==> config.mk <==
export PLATFORM = sky130hd
export DESIGN_NAME = pong_game_controller
export DESIGN_NICKNAME = d
export VERILOG_FILES = /design/src/rtl/pong_game_controller.sv
export SDC_FILE = /design/constraint.sdc
export NUM_CORES = 1
export LEC_CHECK = 0
export CORE_ASPECT_RATIO = 0.75
export CORE_MARGIN = 2
export CORE_UTILIZATION = 58
export CTS_CLUSTER_DIAMETER = 50
export DETAILED_ROUTE_END_ITERATION = 10
export DONT_BUFFER_PORTS = 1
export PLACE_DENSITY = 0.82
export SETUP_SLACK_MARGIN = 0.15
export SLEW_MARGIN = 15
export SYNTH_ARGS = -nofsm -noshare
export SYNTH_HDL_FRONTEND = slang
export SYNTH_SLANG_ARGS = --single-unit
==> constraint.sdc <==
create_clock -name clk -period 2.6 [get_ports clk]
set_input_delay 0.78 -clock clk [delete_from_list [all_inputs] [get_ports clk]]
set_output_delay 0.78 -clock clk [all_outputs]
set_load 0.05 [all_outputs]
==> src/rtl/pong_game_controller.sv <==
// pong_game_controller: match sequencer (IDLE/SERVE/PLAY/POINT/OVER) gating ball physics; ports clk, rst(active-low sync), frame_tick, start_btn, player_did_score -> physics_en, ball_reset, score_left/right, game_over, winner, state_dbg
module pong_game_controller #(
  parameter int WIN_SCORE          = 7,
  parameter int SERVE_DELAY_FRAMES = 60,
  parameter int SCORE_W            = 4
) (
  input  logic               clk,
  input  logic               rst,
  input  logic               frame_tick,
  input  logic               start_btn,
  input  logic [1:0]         player_did_score,
  output logic               physics_en,
  output logic               ball_reset,
  output logic [SCORE_W-1:0] score_left,
  output logic [SCORE_W-1:0] score_right,
  output logic               game_over,
  output logic               winner,
  output logic [2:0]         state_dbg
);
  localparam int CW = $clog2(SERVE_DELAY_FRAMES + 1);
  localparam logic [CW-1:0] DELAY = CW'(SERVE_DELAY_FRAMES);
  typedef enum logic [2:0] {IDLE = 3'd0, SERVE = 3'd1, PLAY = 3'd2, POINT = 3'd3, OVER = 3'd4} state_t;
  state_t state_q, state_d;
  logic [CW-1:0] cnt_q, cnt_d;
  logic [SCORE_W-1:0] score_l_q, score_l_d, score_r_q, score_r_d, inc;
  logic start_q, start_rise, scorer_q, scorer_d, winner_q, winner_d;
  always_comb begin
    start_rise = start_btn & ~start_q;
    inc = (scorer_q ? score_r_q : score_l_q) + SCORE_W'(1);
    state_d = state_q;
    cnt_d = cnt_q;
    scorer_d = scorer_q;
    winner_d = winner_q;
    score_l_d = score_l_q;
    score_r_d = score_r_q;
    case (state_q)
      IDLE: begin
        score_l_d = '0;
        score_r_d = '0;
        if (start_rise) begin
          state_d = SERVE;
          cnt_d = DELAY;
        end
      end
      SERVE: if (frame_tick) begin
        cnt_d = cnt_q - CW'(1);
        if (cnt_q == CW'(1)) state_d = PLAY;
      end
      PLAY: if (^player_did_score) begin
        scorer_d = player_did_score[1];
        state_d = POINT;
      end
      POINT: begin
        score_r_d = scorer_q ? inc : score_r_q;
        score_l_d = scorer_q ? score_l_q : inc;
        if (inc == SCORE_W'(WIN_SCORE)) begin
          state_d = OVER;
          winner_d = scorer_q;
        end else begin
          state_d = SERVE;
          cnt_d = DELAY;
        end
      end
      OVER: if (start_rise) begin
        score_l_d = '0;
        score_r_d = '0;
        winner_d = 1'b0;
        cnt_d = DELAY;
        state_d = SERVE;
      end
      default: state_d = IDLE;
    endcase
  end
  always_ff @(posedge clk) begin
    if (!rst) begin
      state_q <= IDLE;
      cnt_q <= '0;
      start_q <= 1'b0;
      scorer_q <= 1'b0;
      winner_q <= 1'b0;
      score_l_q <= '0;
      score_r_q <= '0;
    end else begin
      state_q <= state_d;
      cnt_q <= cnt_d;
      start_q <= start_btn;
      scorer_q <= scorer_d;
      winner_q <= winner_d;
      score_l_q <= score_l_d;
      score_r_q <= score_r_d;
    end
  end
  assign physics_en = state_q == PLAY;
  assign ball_reset = state_q != PLAY;
  assign game_over = state_q == OVER;
  assign winner = winner_q;
  assign score_left = score_l_q;
  assign score_right = score_r_q;
  assign state_dbg = state_q;
endmodule

==> results of run 1 <==
[worst max-delay path: stages, from the launching register on]
cell and delay [ps]:
sky130_fd_sc_hd__dfxtp_4 450, sky130_fd_sc_hd__nand2b_1 80, sky130_fd_sc_hd__or2_2 430, sky130_fd_sc_hd__clkinvlp_4 270
[per-stage QoR]
| step | hold WS, ps | area, um^2 | utilization (%) |
|---|---|---|---|
| 2_1_floorplan | 434.0 | 1271 | - |
| 3_3_place_gp | 444.2 | 1333 | 65.58 |
| 3_5_place_dp | 465.3 | 1333 | 65.58 |
| 4_1_cts | 479.2 | 1373 | 67.55 |
| 5_1_grt | 508.3 | 1375 | 67.67 |
| 6_report | 476.5 | 1375 | 67.67 |
[logic make-up (layout without fill, tap and decap cells)]
logic type               after synthesis  in the layout  share of synthesized area [%]
AND/OR/NAND/NOR                       63             63                          29.06
AO/OA/AOI/OAI                         29             29                          17.54
flip-flops                            20             20                          31.53
buffers and inverters                 14             21                          5.222
multiplexers                          12             12                          10.05
adder cells (fa/ha/maj)                4              4                          3.941
XOR/XNOR                               3              3                          2.661
[power groups by stage]
stage	logic [uW]	registers [uW]	clock network, uW
finish	114	334	183
global route	125	336	201
CTS	112	334	190
detailed placement	112	341	0
global placement	109	339	0
floorplan	89.6	343	0
[cells in the mapped netlist (2+ instances only)]
cell type	n	area [um^2]
sky130_fd_sc_hd__inv_1	8	30.03
sky130_fd_sc_hd__nand3b_1	2	15.01
sky130_fd_sc_hd__nand2b_1	4	25.02
sky130_fd_sc_hd__xor2_1	2	17.52
sky130_fd_sc_hd__nand2_1	10	37.54
sky130_fd_sc_hd__a221oi_1	2	17.52
sky130_fd_sc_hd__clkbuf_1	2	7.510
sky130_fd_sc_hd__nor2b_1	3	18.77
sky130_fd_sc_hd__dfxtp_1	20	400.4
sky130_fd_sc_hd__o21ai_0	5	25.02
sky130_fd_sc_hd__a41o_1	2	20.02
sky130_fd_sc_hd__nand3_1	7	35.03
sky130_fd_sc_hd__mux2_2	3	33.78
sky130_fd_sc_hd__and2_1	4	25.02
sky130_fd_sc_hd__mux2i_1	8	80.08
sky130_fd_sc_hd__o22ai_1	2	12.51
sky130_fd_sc_hd__o31ai_1	2	15.01
sky130_fd_sc_hd__buf_2	2	10.01
sky130_fd_sc_hd__nor3_1	5	25.02
sky130_fd_sc_hd__o21ai_1	2	10.01
sky130_fd_sc_hd__nor2_1	14	52.55
sky130_fd_sc_hd__a21oi_1	5	25.02
sky130_fd_sc_hd__ha_1	4	50.05
[worst paths after layout]
| kind | startpoint | endpoint | slack [ps] | depth (start not counted) |
|---|---|---|---|---|
| worst max-delay path | state_dbg[1] | physics_en | 280 | 3 |
| worst min-delay path | cnt_q[4] | cnt_q[4] | 480 | 2 |
| worst max register to register | scorer_q | winner | 400 | 7 |
| worst min register to register | cnt_q[4] | cnt_q[4] | 480 | 2 |
[cells in the final DEF, fill, tap and decap left out, types with 4 or more instances in the layout]
cell type                   n
sky130_fd_sc_hd__and2_1     4
sky130_fd_sc_hd__dfxtp_1   19
sky130_fd_sc_hd__inv_1      7
sky130_fd_sc_hd__o21ai_0    5
sky130_fd_sc_hd__a21oi_1    5
sky130_fd_sc_hd__nand2_1   10
sky130_fd_sc_hd__nor2_1    14
sky130_fd_sc_hd__nand2b_1   4
sky130_fd_sc_hd__nor3_1     5
sky130_fd_sc_hd__buf_4      9
sky130_fd_sc_hd__mux2i_1    8
sky130_fd_sc_hd__nand3_1    7
sky130_fd_sc_hd__ha_1       4
[sequential cells by signal, indices dropped and copies added, names as in the netlist]
name	count
winner	1
score_right	4
scorer_q	1
cnt_q	6
start_q	1
score_left	4
state_dbg	3
[repair_timing]
action,CTS,global route
pin swaps,0,0
resized for setup,1,1
endpoints found under the setup margin,1,1
[layout make-up]
| type | instances | area, um^2 |
|---|---|---|
| multi-input cells | 111 | 803.3 |
| well taps | 24 | 30.03 |
| clock buffers | 4 | 36.28 |
| inverters | 8 | 33.78 |
| fillers | 166 | 656.9 |
| repair buffers | 9 | 67.56 |
| flip-flops and latches | 20 | 404.1 |
[per-layer routing]
layer	up-vias	global-route usage, %	share of wire [%]
met5	-	0	0
met4	0	6.047	1.0
met3	5	7.895	7.4
met2	42	35.45	43
met1	505	30.99	48
li1	528	-	-
==> impl_metrics.py, run 1 <==
metrics = {
    "outcome": {
        "run_status": "completed",
    },
    "placed_design": {
        "dp.cells": 172,
        "detailed_place_hpwl_mm": 2.163,
        "routabilityCongestion": 0.8624,
        "dp_worst_setup_slack_ps": 417.2,
        "buffer_ports.inserted": 0,
    },
    "logic_synthesis": {
        "postSynthRegisterBits": 20,
        "ys.warnings.count": 0,
        "fraction_of_the_yosys_area_taken_by_sequential_cells_pct": 31.53,
        "netlist_instances": 145,
        "number_of_enable_type_register_cells_in_the_synthesized_netlist": 0,
        "mappedNetlistNets": 155,
        "synth_area_per_cell_um2": 8.758,
        "yosysUniqueCellTypes": 50,
        "top_ff_cell_synth": "sky130_fd_sc_hd__dfxtp_1",
        "syn-cell-area_um2": 1270,
        "fraction_of_synthesis_flops_using_an_asynchronous_set_or_reset_pin_pct": 0,
    },
    "sta": {
        "finalWorstSetupSlack_ps": 279.1,
        "hold_violations": 0,
        "setup_violations": 0,
        "setup_tns_ps": 0,
        "final_max_slew_viol_count": 0,
        "timing.final.crit_share_pct": 89.27,
        "slew-limit-headroom_pct": 59.07,
        "fin_skew_ps": 1.162,
        "post-route-min-period_ps": 2321,
        "fmax_mhz": 430.9,
        "setup_repair_after_global_routing_missed_its_margin": "no",
        "max_slew.worst_pin.slew_ps": 613.1,
    },
    "global_routing": {
        "grt_antenna_before_repair": 0,
        "largest_net_degree_at_the_start_of_global_routing": 15,
        "grt_pass1_vias": 1000,
        "grt_pass1_wl_mm": 4.395,
        "grt_use_total_pct": 22.99,
        "globalRoute.totalOverflow": 0,
    },
    "cts": {
        "cts_htree_levels": 1,
        "post_cts.repair.setup_buffers": 0,
        "clock_tree_from_tritoncts": "done",
        "tritoncts_num_sinks": 20,
        "worstSkewPairLatency_ps": 310,
        "cts-buffers-inserted": 3,
        "post_cts_hold_buffer_count": 0,
        "clock_tree_root_driver_cell": "sky130_fd_sc_hd__clkbuf_4",
        "worst_path_clk_slew_ps": 110,
        "clockBufferDepth": 2,
    },
    "detailed_routing": {
        "via_count": 1080,
        "initialDrtViolationCount": 34,
        "totalWireLength_mm": 2.789,
        "wl_per_cell_um": 15.85,
        "detail-route-antenna-nets": 0,
        "first_pass_iters": 4,
        "route.detailed.vias_per_inst": 6.136,
        "post_route_drc": 0,
    },
    "final_layout": {
        "antenna_cells": 0,
        "drive_above_1_share_pct": 23.03,
        "layout.nets": 163,
        "area_growth_syn_to_layout_pct": 8.276,
        "finish.cell_count_without_fillers": 176,
    },
    "setup_path": {
        "worstPathMaxFanout": 13,
        "crit_arrival_ps": 1540,
        "worst_setup_path_end_kind": "output pin",
        "worst-endpoint-required_ps": 1820,
        "critical_path_class": "reg -> out",
        "critical_path.startpoint_type": "register",
    },
    "floorplan": {
        "floorplan.die.height_um": 44.53,
        "floorplan.rows": 14,
        "floorplan.core_area_um2": 2032,
        "io-pin-count": 21,
        "floorplan.die_area_um2": 2584,
        "die_w_um": 58.03,
        "floorplan.initialDensity_pct": 62.50,
    },
    "pwr": {
        "power.share.sequential_pct": 52.9,
        "total_power_after_layout_uw": 630.5,
        "comb_power_share_pct": 18.1,
        "cellLeakagePower_uw": 0.0005181,
        "net-switching-power_uw": 180.8,
        "power_density_nw_per_um2": 458.5,
        "power.share.clock_pct": 29.0,
        "internal_power_contribution_uw": 449.7,
        "switching_share_pct": 28.68,
        "power.ir.vdd_worst_mv": 0.3924,
    },
    "worst_hold_path": {
        "holdCritPathClass": "reg -> reg",
    },
    "run": {
        "maxCapViolCount": 0,
    },
}
Power figures use the tool's default switching activity.
==> inputs of run 2 (changes only) <==
--- a/config.mk
+++ b/config.mk
@@ -7,11 +7,11 @@
 export LEC_CHECK = 0
 export CORE_ASPECT_RATIO = 0.75
 export CORE_MARGIN = 2
-export CORE_UTILIZATION = 58
+export CORE_UTILIZATION = 50
 export CTS_CLUSTER_DIAMETER = 50
 export DETAILED_ROUTE_END_ITERATION = 10
 export DONT_BUFFER_PORTS = 1
-export PLACE_DENSITY = 0.82
+export PLACE_DENSITY = 0.73
 export SETUP_SLACK_MARGIN = 0.15
 export SLEW_MARGIN = 15
 export SYNTH_ARGS = -nofsm -noshare
==> run 2 against run 1 <==
  * Total power decreased by 6.4%
  * Global-route usage decreased by 3.1 points
  * Clock power decreased by 22%
  * Worst setup slack got worse by 5.9 ps
  * Die area increased by 15%
  * Non-clock buffer count increased by 1
  * Final area increased by 0.45%
  * Via count decreased by 2.3%
  * Critical path depth unchanged
  * Count of clock-buffer cells in the layout decreased by 1
  * Sequential cell count unchanged
  * Critical path type unchanged
  * Critical endpoint unchanged
  * Largest cell class unchanged
==> impl_metrics.py, run 2 (same netlist as run 1, synthesis figures left out) <==
metrics = {
    "final_layout": {
        "layout.nets": 164,
        "flip_flop_count_of_the_largest_register_after_layout": 6,
        "antenna_cells": 0,
        "final_cell_mix": "sky130_fd_sc_hd__dfxtp_1, sky130_fd_sc_hd__nor2_1, sky130_fd_sc_hd__nand2_1, sky130_fd_sc_hd__buf_4, sky130_fd_sc_hd__mux2i_1",
        "registers.top_by_ff_count": "cnt_q",
        "drive_above_1_share_pct": 23.03,
        "area_growth_syn_to_layout_pct": 8.768,
        "fillers": 210,
        "layout.cells.most_common": "sky130_fd_sc_hd__dfxtp_1",
        "finish.cell_count_without_fillers": 186,
    },
    "global_routing": {
        "grt_use_total_pct": 19.86,
        "grt_pass1_vias": 968,
        "largest_net_degree_at_the_start_of_global_routing": 15,
        "grt_pass1_wl_mm": 4.450,
        "globalRoute.totalOverflow": 0,
        "grt_antenna_before_repair": 0,
    },
    "outcome": {
        "run_status": "completed",
    },
    "sta": {
        "hold_violations": 0,
        "setup_repair_after_global_routing_missed_its_margin": "no",
        "post-route-min-period_ps": 2327,
        "fin_skew_ps": 2.899,
        "fmax_mhz": 429.8,
        "max_slew.worst_pin.slew_ps": 599.4,
        "final_max_slew_viol_count": 0,
        "timing.final.crit_share_pct": 89.49,
        "slew-limit-headroom_pct": 59.99,
        "setup_tns_ps": 0,
        "setup_violations": 0,
    },
    "placed_design": {
        "dp.cells": 183,
        "detailed_place_hpwl_mm": 2.194,
        "buffer_ports.inserted": 0,
        "routabilityCongestion": 0.8434,
    },
    "detailed_routing": {
        "detail-route-antenna-nets": 0,
        "via_count": 1055,
        "initialDrtViolationCount": 33,
        "route.detailed.vias_per_inst": 5.672,
        "wl_per_cell_um": 14.88,
        "post_route_drc": 0,
        "totalWireLength_mm": 2.768,
        "first_pass_iters": 4,
    },
    "setup_path": {
        "critical_path.startpoint_type": "register",
        "reg_to_reg_setup_timing_slack_ps": 410,
        "critical_path.reg2reg.startpoint": "scorer_q",
        "worst_setup_path_end_kind": "output pin",
        "rr_worst_depth": 7,
        "critical_path_class": "reg -> out",
        "crit_arrival_ps": 1550,
        "worst_reg2reg_endpoint": "winner",
        "worst-endpoint-required_ps": 1820,
        "worstPathMaxFanout": 14,
    },
    "worst_hold_path": {
        "worst_hold_path.num_cells": 2,
        "holdCritPathClass": "reg -> reg",
        "holdCritStartpoint": "cnt_q[4]",
        "hold-path-endpoint": "cnt_q[4]",
    },
    "pwr": {
        "cellLeakagePower_uw": 0.0005157,
        "power.ir.vdd_worst_mv": 0.2262,
        "power_density_nw_per_um2": 427.2,
    },
    "floorplan": {
        "floorplan.core_area_um2": 2346,
        "die_w_um": 62.20,
        "floorplan.die.height_um": 47.65,
        "floorplan.rows": 15,
        "floorplan.initialDensity_pct": 54.13,
        "floorplan.die_area_um2": 2963,
        "io-pin-count": 21,
    },
    "cts": {
        "clockBufferDepth": 2,
        "cts-buffers-inserted": 3,
        "clock_tree_from_tritoncts": "done",
        "clock_tree_root_driver_cell": "sky130_fd_sc_hd__clkbuf_4",
        "cts_htree_levels": 1,
        "tritoncts_num_sinks": 20,
        "worstSkewPairLatency_ps": 290,
        "worst_path_clk_slew_ps": 100,
    },
    "run": {
        "maxCapViolCount": 0,
    },
}
run 2: cell count changes in the layout (fill, tap and decap cells not counted), sizes merged:
| cell | change |
|---|---|
| buf | +1 |
| clkbuf | -1 |
run 2: per-stage QoR:
step / utilization, % / hold WS [ps] / cell area (um^2) / power [uW] / setup slack, ps
floorplan: - / 434.0 / 1271 / 432.5 / 172.3
global placement: 57.65 / 443.1 / 1353 / 451.0 / 431.4
detailed placement: 57.65 / 451.2 / 1353 / 454.8 / 405.4
CTS: 58.77 / 463.3 / 1379 / 594.9 / 177.3
global route: 58.88 / 513.0 / 1381 / 617.6 / 214.0
finish: 58.88 / 461.7 / 1381 / 590.1 / 273.2
run 2: worst max-delay path: stages (launching register included):
cell                         delay [ps]
sky130_fd_sc_hd__dfxtp_4            460
sky130_fd_sc_hd__nand2b_1            90
sky130_fd_sc_hd__or2_2              430
sky130_fd_sc_hd__clkinvlp_4         270
run 2: power breakdown:
part,total [uW],leakage (uW),switching (uW),internal (uW)
registers,332,0.000164,14.1,318
clock network,142,0.0000138,87.8,54.0
logic,116,0.000338,69.1,46.8
run 2: metal layers:
metal	GRT usage, %	routed length, um
met5	0	0
met4	4.444	15
met3	7.294	242
met2	30.87	1170
met1	27.04	1339
run 2: what timing repair did:
item	4_1_cts	5_1_grt
hold buffers	0	0
endpoints found under the setup margin	1	1
resized for setup	1	1
setup buffers	0	0
run 2: how the worst max path moves through the flow:
stage	start	to	depth (start not counted)
final	state_dbg[1]	physics_en	3
after global routing	state_dbg[1]	physics_en	3
after CTS	state_dbg[1]	physics_en	3
after detailed placement	state_dbg[1]	physics_en	3
after global placement	state_dbg[1]	physics_en	3
after floorplan	state_dbg[1]	physics_en	4
run 2: cell type report:
cell class	instances	area (um^2)	share of cell area, %
Clock buffer	3	22.52	1.630
Timing Repair Buffer	10	75.07	5.435
Inverter	8	33.78	2.446
Multi-Input combinational cell	111	803.3	58.15
Tap cell	34	42.54	3.080
Sequential cell	20	404.1	29.26
==> inputs of run 3 (changes only) <==
--- a/config.mk
+++ b/config.mk
@@ -6,7 +6,6 @@
 export NUM_CORES = 1
 export LEC_CHECK = 0
 export CORE_ASPECT_RATIO = 0.75
-export CORE_MARGIN = 2
 export CORE_UTILIZATION = 50
 export CTS_CLUSTER_DIAMETER = 50
 export DETAILED_ROUTE_END_ITERATION = 10
==> run 3 against run 2 <==
  * Die area fell by 7.3%
  * Worst setup slack worse by 4.1 ps
  * Core utilization increased by 0.59 points
  * Fmax fell by 0.18%
  * Routed wire length rose by 1.7%
  * Clock skew up 5.6 ps
  * Sequential share of layout area decreased by 0.29 points
  * Non-clock buffer count unchanged
  * Sequential cell count unchanged
  * Total power up 7.8%
  * Cell count grew 0.54%
  * Count of clock-buffer cells in the layout increased by 1
==> impl_metrics.py, run 3 (same netlist as run 1, synthesis figures left out) <==
metrics = {
    "global_routing": {
        "largest_net_degree_at_the_start_of_global_routing": 14,
        "grt_antenna_before_repair": 0,
        "grt_use_total_pct": 22.72,
        "grt_pass1_wl_mm": 4.485,
        "globalRoute.totalOverflow": 0,
        "grt_pass1_vias": 935,
    },
    "final_layout": {
        "antenna_cells": 0,
        "layout.cells.most_common": "sky130_fd_sc_hd__dfxtp_1",
        "final_cell_mix": "sky130_fd_sc_hd__dfxtp_1, sky130_fd_sc_hd__nor2_1, sky130_fd_sc_hd__nand2_1, sky130_fd_sc_hd__buf_4, sky130_fd_sc_hd__mux2i_1",
        "layout.nets": 164,
        "area_growth_syn_to_layout_pct": 9.852,
        "fillers": 216,
        "registers.top_by_ff_count": "cnt_q",
        "drive_above_1_share_pct": 23.53,
        "flip_flop_count_of_the_largest_register_after_layout": 6,
    },
    "detailed_routing": {
        "via_count": 1086,
        "initialDrtViolationCount": 62,
        "detail-route-antenna-nets": 0,
        "first_pass_iters": 4,
        "wl_per_cell_um": 15.05,
        "post_route_drc": 0,
        "totalWireLength_mm": 2.815,
        "route.detailed.vias_per_inst": 5.807,
    },
    "cts": {
        "tritoncts_num_sinks": 20,
        "clockBufferDepth": 2,
        "worstSkewPairLatency_ps": 310,
        "worst_path_clk_slew_ps": 120,
        "post_cts_hold_buffer_count": 0,
        "clock_tree_root_driver_cell": "sky130_fd_sc_hd__clkbuf_4",
        "clock_tree_from_tritoncts": "done",
        "cts-buffers-inserted": 3,
        "cts_htree_levels": 1,
    },
    "setup_path": {
        "worstPathMaxFanout": 13,
        "critical_path.startpoint_type": "register",
        "critical_path.reg2reg.startpoint": "scorer_q",
        "worst-endpoint-required_ps": 1820,
        "crit_arrival_ps": 1550,
        "critical_path_class": "reg -> out",
        "worst_reg2reg_endpoint": "cnt_q[2]",
        "worst_setup_path_end_kind": "output pin",
        "rr_worst_depth": 6,
        "reg_to_reg_setup_timing_slack_ps": 310,
    },
    "sta": {
        "fin_skew_ps": 8.529,
        "fmax_mhz": 429.0,
        "setup_violations": 0,
        "max_slew.worst_pin.slew_ps": 609.7,
        "final_max_slew_viol_count": 0,
        "hold_violations": 0,
        "slew-limit-headroom_pct": 59.30,
        "post-route-min-period_ps": 2331,
        "setup_tns_ps": 0,
        "timing.final.crit_share_pct": 89.65,
        "setup_repair_after_global_routing_missed_its_margin": "no",
    },
    "run": {
        "maxCapViolCount": 0,
    },
    "worst_hold_path": {
        "holdCritPathClass": "reg -> reg",
        "worst_hold_path.num_cells": 2,
        "hold-path-endpoint": "cnt_q[4]",
        "holdCritStartpoint": "cnt_q[4]",
    },
    "floorplan": {
        "floorplan.initialDensity_pct": 54.13,
        "floorplan.core_area_um2": 2346,
        "die_w_um": 60.20,
        "floorplan.die_area_um2": 2748,
        "floorplan.rows": 15,
        "io-pin-count": 21,
        "floorplan.die.height_um": 45.65,
    },
    "pwr": {
        "power_density_nw_per_um2": 455.9,
        "power.ir.vdd_worst_mv": 0.3534,
        "cellLeakagePower_uw": 0.0005229,
        "total_power_after_layout_uw": 636.0,
    },
    "outcome": {
        "run_status": "completed",
    },
    "placed_design": {
        "routabilityCongestion": 0.9022,
        "detailed_place_hpwl_mm": 2.201,
        "buffer_ports.inserted": 0,
    },
}
==> run 3: cell count changes in the layout (fill, tap and decap cells not counted), sizes merged <==
cell | previous run | this run
clkbuf | 3 | 4
==> run 3: where the power goes <==
group / total (uW) / switching, uW / internal [uW]
logic: 118 / 70.8 / 46.7
clock network: 185 / 99.5 / 85.6
registers: 333 / 14.9 / 318
==> run 3: stage by stage <==
step	setup WS (ps)	cell area, um^2	cells	hold slack, ps	util [%]
final	269.1	1395	187	470.1	59.47
after global routing	201.2	1395	187	494.0	59.47
after CTS	197.7	1393	187	471.6	59.36
after detailed placement	431.6	1353	183	453.4	57.65
after global placement	449.6	1353	183	446.6	57.65
after floorplan	172.3	1271	145	434.0	-
==> run 3: worst max path at each step <==
stage,from,endpoint,cells past startpoint
after floorplan,state_dbg[1],physics_en,4
after global placement,state_dbg[1],physics_en,3
after detailed placement,scorer_q,cnt_q[2],6
after CTS,state_dbg[1],physics_en,3
after global routing,state_dbg[1],physics_en,3
final,state_dbg[1],physics_en,3
==> run 3: worst max-delay path, stage by stage (launching register included) <==
cell and delay, ps:
sky130_fd_sc_hd__dfxtp_4 450, sky130_fd_sc_hd__nand2b_1 80, sky130_fd_sc_hd__or2_2 430, sky130_fd_sc_hd__clkinvlp_4 270
==> run 3: repair_timing <==
| action | CTS | global route |
|---|---|---|
| setup endpoints to repair | 1 | 1 |
| gates cloned | 0 | 0 |
| buffers inserted | 0 | 0 |
| resized for setup | 1 | 1 |
==> run 3: per-layer routing <==
| layer | track usage (%) | vias up | share of wire [%] | wire, um |
|---|---|---|---|---|
| li1 | - | 537 | - | - |
| met1 | 33.74 | 488 | 45 | 1272 |
| met2 | 31.87 | 57 | 42 | 1185 |
| met3 | 7.386 | 4 | 12 | 332 |
| met4 | 4.186 | 0 | 0.89 | 25 |
| met5 | 0 | - | 0 | 0 |
==> run 3: layout make-up <==
cell class / count / area [um^2] / area share, %
Inverter: 8 / 33.78 / 2.422
Tap cell: 34 / 42.54 / 3.049
Multi-Input combinational cell: 111 / 803.3 / 57.58
Timing Repair Buffer: 10 / 75.07 / 5.381
Clock buffer: 4 / 36.28 / 2.601
Sequential cell: 20 / 404.1 / 28.97
